`src/rtl/memory_accessor.sv`:
```
// memory_accessor: memory-access stage of the little-cpu pipeline.
// Takes one executor result at a time. ALU results pass straight through to
// writeback with one cycle of latency. Aligned loads and stores go out on a
// valid/ready data bus that allows only one outstanding request. Misaligned
// accesses fault without any bus cycle.
//
// Ports:
//   clk, reset                 clock; synchronous active-high reset
//   in_valid/in_ready          executor handshake
//   in_rd, in_rd_data          destination register and ALU result
//   in_mem_addr, in_mem_data   byte address and right-aligned store data
//   in_is_lb/lbu/lh/lhu/lw     load type flags
//   in_is_sb/sh/sw             store type flags
//   mem_valid/mem_ready        data bus handshake
//   mem_addr                   word-aligned bus address
//   mem_wdata, mem_wstrb       lane-aligned store data and byte strobes (0 = read)
//   mem_rdata                  read data, sampled when mem_valid && mem_ready
//   out_valid/out_ready        writeback handshake
//   out_rd, out_rd_data        writeback destination and value
//   out_misaligned             the access faulted on alignment
module memory_accessor (
  input  logic        clk,
  input  logic        reset,
  input  logic        in_valid,
  output logic        in_ready,
  input  logic [4:0]  in_rd,
  input  logic [31:0] in_rd_data,
  input  logic [31:0] in_mem_addr,
  input  logic [31:0] in_mem_data,
  input  logic        in_is_lb,
  input  logic        in_is_lbu,
  input  logic        in_is_lh,
  input  logic        in_is_lhu,
  input  logic        in_is_lw,
  input  logic        in_is_sb,
  input  logic        in_is_sh,
  input  logic        in_is_sw,
  output logic        mem_valid,
  input  logic        mem_ready,
  output logic [31:0] mem_addr,
  output logic [31:0] mem_wdata,
  output logic [3:0]  mem_wstrb,
  input  logic [31:0] mem_rdata,
  output logic        out_valid,
  input  logic        out_ready,
  output logic [4:0]  out_rd,
  output logic [31:0] out_rd_data,
  output logic        out_misaligned
);

  typedef enum logic [0:0] {ST_IDLE = 1'b0, ST_BUS = 1'b1} state_t;

  // Operation codes; loads occupy 0..4 so a single compare identifies them.
  localparam logic [2:0] OP_LW  = 3'd0;
  localparam logic [2:0] OP_LH  = 3'd1;
  localparam logic [2:0] OP_LHU = 3'd2;
  localparam logic [2:0] OP_LB  = 3'd3;
  localparam logic [2:0] OP_LBU = 3'd4;
  localparam logic [2:0] OP_SW  = 3'd5;
  localparam logic [2:0] OP_SH  = 3'd6;
  localparam logic [2:0] OP_SB  = 3'd7;

  function automatic logic [31:0] store_data(input logic [2:0] op, input logic [31:0] d);
    case (op)
      OP_SB:   store_data = {4{d[7:0]}};
      OP_SH:   store_data = {2{d[15:0]}};
      OP_SW:   store_data = d;
      default: store_data = 32'h0000_0000;
    endcase
  endfunction

  function automatic logic [3:0] store_strb(input logic [2:0] op, input logic [1:0] off);
    case (op)
      OP_SB:   store_strb = 4'b0001 << off;
      OP_SH:   store_strb = 4'b0011 << off;
      OP_SW:   store_strb = 4'b1111;
      default: store_strb = 4'b0000;
    endcase
  endfunction

  function automatic logic [31:0] load_value(input logic [2:0] op, input logic [31:0] rdata,
                                             input logic [1:0] off);
    logic [31:0] sh;
    sh = rdata >> {off, 3'b000};
    case (op)
      OP_LB:   load_value = {{24{sh[7]}}, sh[7:0]};
      OP_LBU:  load_value = {24'h00_0000, sh[7:0]};
      OP_LH:   load_value = {{16{sh[15]}}, sh[15:0]};
      OP_LHU:  load_value = {16'h0000, sh[15:0]};
      OP_LW:   load_value = rdata;
      default: load_value = 32'h0000_0000;
    endcase
  endfunction

  state_t      state_r, state_next_s;
  logic [2:0]  op_r, op_next_s;
  logic [1:0]  off_r, off_next_s;
  logic [4:0]  rd_r, rd_next_s;
  logic        mem_valid_r, mem_valid_next_s;
  logic [31:0] mem_addr_r, mem_addr_next_s;
  logic [31:0] mem_wdata_r, mem_wdata_next_s;
  logic [3:0]  mem_wstrb_r, mem_wstrb_next_s;
  logic        out_valid_r, out_valid_next_s;
  logic [4:0]  out_rd_r, out_rd_next_s;
  logic [31:0] out_rd_data_r, out_rd_data_next_s;
  logic        out_mis_r, out_mis_next_s;

  logic [2:0]  op_s;
  logic        mem_op_s;
  logic        misalign_s;
  logic        in_ready_s;
  logic        transfer_s;

  // Decode load/store flags with fixed priority lw>lh>lhu>lb>lbu>sw>sh>sb.
  always_comb begin
    op_s     = OP_LW;
    mem_op_s = 1'b1;
    if (in_is_lw)       op_s = OP_LW;
    else if (in_is_lh)  op_s = OP_LH;
    else if (in_is_lhu) op_s = OP_LHU;
    else if (in_is_lb)  op_s = OP_LB;
    else if (in_is_lbu) op_s = OP_LBU;
    else if (in_is_sw)  op_s = OP_SW;
    else if (in_is_sh)  op_s = OP_SH;
    else if (in_is_sb)  op_s = OP_SB;
    else begin
      op_s     = OP_LW;
      mem_op_s = 1'b0;
    end
  end

  // Alignment check: words need addr[1:0]==0, halves need addr[0]==0.
  always_comb begin
    case (op_s)
      OP_LW, OP_SW:         misalign_s = mem_op_s && (in_mem_addr[1:0] != 2'b00);
      OP_LH, OP_LHU, OP_SH: misalign_s = mem_op_s && in_mem_addr[0];
      default:              misalign_s = 1'b0;
    endcase
  end

  // State and datapath registers.
  always_ff @(posedge clk) begin
    if (reset) begin
      state_r       <= ST_IDLE;
      op_r          <= OP_LW;
      off_r         <= 2'b00;
      rd_r          <= 5'd0;
      mem_valid_r   <= 1'b0;
      mem_addr_r    <= 32'h0000_0000;
      mem_wdata_r   <= 32'h0000_0000;
      mem_wstrb_r   <= 4'b0000;
      out_valid_r   <= 1'b0;
      out_rd_r      <= 5'd0;
      out_rd_data_r <= 32'h0000_0000;
      out_mis_r     <= 1'b0;
    end else begin
      state_r       <= state_next_s;
      op_r          <= op_next_s;
      off_r         <= off_next_s;
      rd_r          <= rd_next_s;
      mem_valid_r   <= mem_valid_next_s;
      mem_addr_r    <= mem_addr_next_s;
      mem_wdata_r   <= mem_wdata_next_s;
      mem_wstrb_r   <= mem_wstrb_next_s;
      out_valid_r   <= out_valid_next_s;
      out_rd_r      <= out_rd_next_s;
      out_rd_data_r <= out_rd_data_next_s;
      out_mis_r     <= out_mis_next_s;
    end
  end

  // Next-state logic: only an aligned memory op enters BUS; mem_ready leaves it.
  always_comb begin
    state_next_s = state_r;
    case (state_r)
      ST_IDLE: begin
        if (transfer_s && mem_op_s && !misalign_s) state_next_s = ST_BUS;
        else                                       state_next_s = ST_IDLE;
      end
      ST_BUS: begin
        if (mem_ready) state_next_s = ST_IDLE;
        else           state_next_s = ST_BUS;
      end
      default: state_next_s = ST_IDLE;
    endcase
  end

  // Output logic: handshake and next values of the bus/writeback registers.
  always_comb begin
    in_ready_s         = (state_r == ST_IDLE) && (!out_valid_r || out_ready);
    transfer_s         = in_valid && in_ready_s;
    op_next_s          = op_r;
    off_next_s         = off_r;
    rd_next_s          = rd_r;
    mem_valid_next_s   = mem_valid_r;
    mem_addr_next_s    = mem_addr_r;
    mem_wdata_next_s   = mem_wdata_r;
    mem_wstrb_next_s   = mem_wstrb_r;
    out_valid_next_s   = out_valid_r;
    out_rd_next_s      = out_rd_r;
    out_rd_data_next_s = out_rd_data_r;
    out_mis_next_s     = out_mis_r;
    case (state_r)
      ST_IDLE: begin
        if (transfer_s) begin
          if (!mem_op_s) begin
            out_valid_next_s   = 1'b1;
            out_rd_next_s      = in_rd;
            out_rd_data_next_s = in_rd_data;
            out_mis_next_s     = 1'b0;
          end else if (misalign_s) begin
            out_valid_next_s   = 1'b1;
            out_rd_next_s      = 5'd0;
            out_rd_data_next_s = 32'h0000_0000;
            out_mis_next_s     = 1'b1;
          end else begin
            // Any previous result was consumed on this same edge.
            out_valid_next_s = 1'b0;
            op_next_s        = op_s;
            off_next_s       = in_mem_addr[1:0];
            rd_next_s        = in_rd;
            mem_valid_next_s = 1'b1;
            mem_addr_next_s  = {in_mem_addr[31:2], 2'b00};
            mem_wdata_next_s = store_data(op_s, in_mem_data);
            mem_wstrb_next_s = store_strb(op_s, in_mem_addr[1:0]);
          end
        end else if (out_valid_r && out_ready) begin
          out_valid_next_s = 1'b0;
        end else begin
          out_valid_next_s = out_valid_r;
        end
      end
      ST_BUS: begin
        if (mem_ready) begin
          mem_valid_next_s   = 1'b0;
          out_valid_next_s   = 1'b1;
          out_mis_next_s     = 1'b0;
          out_rd_next_s      = (op_r <= OP_LBU) ? rd_r : 5'd0;
          out_rd_data_next_s = (op_r <= OP_LBU) ? load_value(op_r, mem_rdata, off_r)
                                                : 32'h0000_0000;
        end else begin
          mem_valid_next_s = mem_valid_r;
        end
      end
      default: begin
        mem_valid_next_s = 1'b0;
      end
    endcase
  end

  assign in_ready       = in_ready_s;
  assign mem_valid      = mem_valid_r;
  assign mem_addr       = mem_addr_r;
  assign mem_wdata      = mem_wdata_r;
  assign mem_wstrb      = mem_wstrb_r;
  assign out_valid      = out_valid_r;
  assign out_rd         = out_rd_r;
  assign out_rd_data    = out_rd_data_r;
  assign out_misaligned = out_mis_r;

endmodule

```
`config.mk`:
```
export PLATFORM = sky130hd
export DESIGN_NAME = memory_accessor
export DESIGN_NICKNAME = d
export VERILOG_FILES = /design/src/rtl/memory_accessor.sv
export SDC_FILE = /design/constraint.sdc
export NUM_CORES = 1
export LEC_CHECK = 0
export CAP_MARGIN = 20
export CORE_MARGIN = 10
export CORE_UTILIZATION = 40
export DETAILED_ROUTE_END_ITERATION = 6
export PLACE_DENSITY = 0.75
export SKIP_LAST_GASP = 1
export SYNTH_ARGS = -nofsm -noshare
export SYNTH_HDL_FRONTEND = slang
export SYNTH_SLANG_ARGS = --single-unit
```
`constraint.sdc`:
```
create_clock -name clk -period 2.72 [get_ports clk]
set_clock_uncertainty 0.05 [all_clocks]
set_input_delay 0.544 -clock clk [delete_from_list [all_inputs] [get_ports clk]]
set_output_delay 0.544 -clock clk [all_outputs]
set_load 0.01 [all_outputs]
```
Yosys cells after proc, flatten, opt, wreduce, memory -nomap -nowiden. Cells that the tools add are included.

Input bits: 146. Latch bits: 0. Memories kept: 0. ROM bits: 0. Flip-flop bits (word level): 117. RAM bits: 0. Output and inout port bits: 109.

Reduce and logical (&&, ||, !) cells: 19. Multiply operators: 0. Bitwise gates (word level): 2. Add/subtract/negate cells: 0. Shift operators: 3. Muxes and demuxes: 50. Div/mod/pow operators: 0. Equality and inequality tests: 15. $lt $le $gt $ge: 1.

Operator list (count): 32-bit 2-to-1 mux (5); 32-bit one-hot mux with 5 select lines (1); 32-bit one-hot mux with 3 select lines (1); 32-bit one-hot mux with 2 select lines (1); 32-bit by 5-bit right shift with 16-bit output (1); 5-bit 2-to-1 mux (5); 3-bit 2-to-1 mux (8); 1-bit 2-to-1 mux (22); 3-bit == test, second input constant (4); 4-bit one-hot mux with 3 select lines (1); 1-bit one-hot mux with 2 select lines (5); 5-bit one-hot mux with 2 select lines (1); 3-bit by 2-bit == test with 1-bit output, second input constant (3); 2-bit != test, second input constant (4); 4-bit AND reduction (2); 1-bit logical AND (7); 3-bit by 1-bit == test with 1-bit output, second input constant (2); 3-bit logical NOT (2); 1-bit by 2-bit << shifter with 4-bit output, first input constant (1); 2-bit by 2-bit << shifter with 4-bit output, first input constant (1); 3-bit less-or-equal comparator, second input constant (1); 3-bit by 2-bit != test with 1-bit output, second input constant (1); 3-bit != test, second input constant (1); 3-bit AND reduction (1); other kinds (7) (9).

Logic depth before layout (Yosys ltp).
Depth after elaboration: 15. Depth in mapped cells: 9.

Least setup slack after synthesis. No wires, ideal clock.

Path kind: input to register. From: input port in_is_lb. To: register out_rd_data_r[8], in the netlist out_rd_data[8]. Path slack: 0.527 ns. Stages: 6. Buffers on the path: 2. Data required time: 2.584 ns. Data arrival time: 2.057 ns. Cell sequence: or4_1 buf_2 nor3_4 buf_6 a22oi_2 a221oi_2.

Word-level cells in the longest chain between the ends: 9.

Ends and longest elaborated chain: start: declaration (RTL line 30) `input logic in_is_lb,`; 3-bit 2-to-1 mux (RTL line 121) `else if (in_is_lb) op_s = OP_LB;`; 3-bit 2-to-1 mux (RTL line 120) `else if (in_is_lhu) op_s = OP_LHU;`; 3-bit 2-to-1 mux (RTL line 119) `else if (in_is_lh) op_s = OP_LH;`; 3-bit 2-to-1 mux (RTL line 118) `if (in_is_lw) op_s = OP_LW;`; 3-bit == test (tied with other cells) (RTL line 134) `case (op_s)`; 3-bit OR reduction or 2-bit OR reduction (tied branches) (RTL line 134); 1-bit one-hot mux with 2 select lines (RTL line 134); 3-bit != test (no source line); 3-bit AND reduction (no source line); end signal: assignment (RTL line 167) `out_rd_data_r <= out_rd_data_next_s;`; end: declaration (RTL line 105) `logic [31:0] out_rd_data_r, out_rd_data_next_s;`.

Several ways; a longest one is shown, not always the timed one. The select of a mux whose other input is x is not followed. A chain may end at the register's enable or synchronous reset.

Worst setup path after layout.
From: input port in_is_lb. To: register out_rd_data_r[31], in the netlist out_rd_data[31].

Same word-level chain as after synthesis.

==> results.txt <==
----------------------------------------------------
[Worst setup path]
  Startpoint class of the critical path ... primary input
  Worst endpoint data arrival time ... 2.66 ns
  Capture instance of the worst register-to-register path ... out_rd_data[31]
  Critical path capture point type ... flip-flop
  Buffer and inverter count on the worst path ... 3
  Maximum net fanout on the critical path ... 17
  Number of cells traversed by the worst register-to-register path ... 5
  Critical Path, Cell by Cell ... clkdlybuf4s50_1 > or4_1 > nor2_1 > o21a_2 > a31oi_4 > buf_12 > buf_12 > a221oi_2 > a211oi_2
  Cell family with the largest share of critical-path delay ... buffers and inverters
  Dominant cell type by count on the critical path ... sky130_fd_sc_hd__buf_12
  Endpoint required time on the critical path ... 2.95 ns
  Longest individual stage delay on the worst path ... 0.59 ns
  R2R Path Start ... op_r[0]
  Setup slack of the worst register-to-register path ... 0.66 ns
  CP max stage cell ... sky130_fd_sc_hd__or4_1
  Worst setup path category ... primary input to flip-flop

[Place]
  Post-DP HPWL ... 16,900 µm
  Final RePlAce weighted congestion ... 0.847
  Standard cell area after detailed placement ... 9020 µm²
  Total of buffers placed on input and output ports ... 252

[Final layout]
  Design Area, Final ... 9680 µm²
  # fillers ... 1,197
  Final Net Count ... 1,110
  Layout overhead on the synthesized area ... 61.2%
  Antenna Cells ... 0
  Proportion of layout cells with a drive suffix above 1 ... 15.3%
  End-of-flow core utilization ... 66.1%

[Detailed routing]
  Length of the first detailed-routing pass in iterations ... 5
  Via density per instance ... 5.45
  Detailed-route wire length per cell ... 19.6 µm
  Remaining design rule violation count ... 0
  Detailed-route wire length ... 22,700 µm
  Remaining antenna violation count after routing ... 0
  Number of DRC violations after detailed-routing iteration 0 ... 338
  Routed via count ... 6,317

[STA]
  Hold Slack ... 0.400 ns
  Final TNS setup ... 0 ns
  Count of endpoints failing setup in the final report ... 0
  Setup repair after global routing missed its margin ... false
  Pin slew with the least headroom to its limit ... 0.603 ns
  Worst max-slew margin expressed relative to the limit ... 59.7%
  Final-report max-slew violation count ... 0
  Max Clock Freq ... 412 MHz
  Part of the cycle the worst path needs ... 89.3%
  Final hold violations ... 0
  Tmin final ... 2.43 ns

[Clock network]
  Count of cells resized by post-cts repair ... 0
  H-tree levels ... 4
  TritonCTS buffer count ... 17
  CTS Hold Bufs ... 0
  Buffer count from post-CTS setup fixing ... 0
  Clock transition at the registers of the reported paths ... 0.05 ns
  CTS tree ... yes
  Latest clock arrival within the worst-skew pair ... 0.41 ns
  Clock Sink Count ... 117
  Clk buf depth ... 2
  Master cell of the clock root buffer ... sky130_fd_sc_hd__clkbuf_16

[Global route]
  Number of antenna violations at the first check in global routing ... 0
  Global Route Usage Sum ... 21.5%
  Total congestion overflow ... 0
  Vias in the first global route ... 6,320
  Largest net degree at the start of global routing ... 69
  Wire length of the first global-routing pass ... 34,600 µm

[Logic synthesis]
  Synthesized instance count ... 700
  Number of different library cells in the post-synthesis netlist ... 53
  Sequential-to-total area share from yosys stat ... 39.0%
  Yosys Warn Count ... 0
  Number of synthesized register bits ... 117
  Synth async-reset ratio ... 0%
  Mapped Avg Cell Area ... 8.58 µm²
  Synth Cell Area ... 6000 µm²
  Dominant synthesized flop cell ... sky130_fd_sc_hd__dfxtp_1
  EDFF count, synth ... 0

[Floorplan]
  I/O Pins ... 255
  Starting density of the core ... 41.0%
  DIE WIDTH ... 143 µm
  Die Outline Area ... 20,300 µm²
  Core ar. ... 14,600 µm²
  Site row count ... 44
  Height of the die ... 143 µm

[Job]
  Max Cap Viol ... 0

[Min path]
  Hold Path Cell Cnt ... 2
  Worst min-delay path category ... flip-flop to flip-flop
  Origin of the worst min-delay path ... mem_addr[19]
  Hold endpoint ... mem_addr[19]

[Pwr]
  Largest voltage drop on the vdd net ... 415 µV
  Sequential group share of total power ... 33.4%
  Clock power frac ... 43.8%
  Leakage ... 3.58 nW
  Cell-internal power ... 4.26 mW
  Net switching power ... 1.47 mW
  Fraction of power consumed by combinational cells ... 22.8%
  Sw frac ... 25.7%
  Cell Pwr Density ... 593 nW/µm²

[Run status]
  Status ... finished, final reports clean

----------------------------------------------------
## cells in the mapped netlist (2+ instances only)
cell	number	area, µm²
sky130_fd_sc_hd__a22oi_2	2	25.0
sky130_fd_sc_hd__dfxtp_1	117	2340
sky130_fd_sc_hd__buf_6	8	90.1
sky130_fd_sc_hd__mux2i_1	15	150
sky130_fd_sc_hd__nor2_1	48	180
sky130_fd_sc_hd__a211oi_2	17	213
sky130_fd_sc_hd__a21oi_1	55	275
sky130_fd_sc_hd__o21ai_0	13	65.1
sky130_fd_sc_hd__nand2_1	116	435
sky130_fd_sc_hd__buf_1	2	7.51
sky130_fd_sc_hd__inv_1	27	101
sky130_fd_sc_hd__or4_1	2	15.0
sky130_fd_sc_hd__a31oi_1	2	12.5
sky130_fd_sc_hd__a221o_1	7	70.1
sky130_fd_sc_hd__nor2b_1	22	138
sky130_fd_sc_hd__a22oi_1	5	37.5
sky130_fd_sc_hd__clkbuf_1	26	97.6
sky130_fd_sc_hd__buf_4	10	75.1
sky130_fd_sc_hd__nor3_1	35	175
sky130_fd_sc_hd__a211oi_1	16	120
sky130_fd_sc_hd__mux2_2	12	135
sky130_fd_sc_hd__buf_2	14	70.1
sky130_fd_sc_hd__nand2b_1	6	37.5
sky130_fd_sc_hd__or2_1	2	12.5
sky130_fd_sc_hd__a221oi_2	24	360
sky130_fd_sc_hd__nand3_1	28	140
sky130_fd_sc_hd__a211o_1	2	17.5
sky130_fd_sc_hd__a311oi_1	4	35.0
sky130_fd_sc_hd__a221oi_1	30	263
sky130_fd_sc_hd__a22o_1	6	52.6
sky130_fd_sc_hd__o211ai_1	3	22.5
sky130_fd_sc_hd__and2_1	3	18.8
## layout make-up
type	count	area, µm²	area share, %
multi-input combinational	495	3220	33.3
timing repair buffer	306	3130	32.3
sequential	117	2340	24.2
clock buffer	22	484	5.00
tap	184	230	2.38
clock inverter	9	173	1.78
inverter	27	101	1.05
## power groups by stage
| stage | clock (mW) | combinational (mW) | sequential (mW) |
|---|---|---|---|
| 2_1_floorplan | 0 | 0.569 | 1.99 |
| 3_3_place_gp | 0 | 1.29 | 1.95 |
| 3_5_place_dp | 0 | 1.30 | 1.95 |
| 4_1_cts | 2.55 | 1.31 | 1.92 |
| 5_1_grt | 2.62 | 1.41 | 1.93 |
| 6_report | 2.51 | 1.31 | 1.92 |
## how the worst max path moves through the flow
stage	slack, ns	start	cells after the start	end
4_1_cts	0.30	in_is_lb	9	out_rd_data[31]
2_1_floorplan	0.53	in_is_lb	6	out_rd_data[8]
3_3_place_gp	-0.04	in_is_lb	9	mem_wstrb[3]
5_1_grt	0.17	in_is_lb	9	mem_wstrb[2]
6_report	0.29	in_is_lb	9	out_rd_data[31]
3_5_place_dp	-0.11	in_is_lb	9	out_rd_data[31]
## worst min-delay path: stages, from the launching register on
cell,delay [ns]
sky130_fd_sc_hd__dfxtp_1,0.30
sky130_fd_sc_hd__nand2_1,0.05
sky130_fd_sc_hd__a21oi_1,0.05
## through the flow
step	power [mW]	cells	setup slack [ns]
global placement	3.24	1129	-0.0365
global route	5.96	1160	0.171
finish	5.74	1160	0.290
detailed placement	3.26	1129	-0.111
CTS	5.78	1160	0.299
floorplan	2.56	701	0.527
## cell families (layout without fill, tap and decap cells)
group                     count (synthesis)  in the layout  synth area share (%)
AOI/OAI and AO/OA                       197            197                  28.3
xor gates and xnor gates                  1              1                 0.146
and+or+nand+nor                         268            268                  20.1
muxes                                    27             27                  4.75
buffers and inverters                    89            364                  7.57
other                                     1              2                0.0625
DFF                                     117            117                  39.0
## placed cells by master, fill, tap and decap left out, drive strengths merged, types with 2 or more instances in the layout
cell             n
a211o            2
a211oi          33
a21oi           56
a221o            7
a221oi          54
a22o             6
a22oi            7
a311oi           4
a31oi            3
a41oi            2
and2             3
buf             55
bufinv           5
clkbuf          22
clkdlybuf4s50  251
clkinv           3
conb             2
dfxtp          117
inv             27
mux2            12
mux2i           15
nand2          116
nand2b           6
nand3           28
nor2            49
nor2b           22
nor3            36
o211ai           3
o21a             2
o21ai           14
or2              2
or4              2
## metal layers
metal  GRT usage (%)  part of all wire (%)  vias to the layer above
met4            5.81                   1.1                        0
met5               0                     0                        -
li1                -                     -                     3059
met2            35.0                    46                      276
met3            12.0                    13                       20
met1            23.8                    39                     2962
## state kept, by name, indices dropped and copies added (netlist names), 2 cells and up
signal / count
mem_addr: 30
mem_wdata: 32
mem_wstrb: 4
off_r: 2
op_r: 3
out_rd: 5
out_rd_data: 32
rd_r: 5
Note: power is estimated with default switching activity, not from simulation.
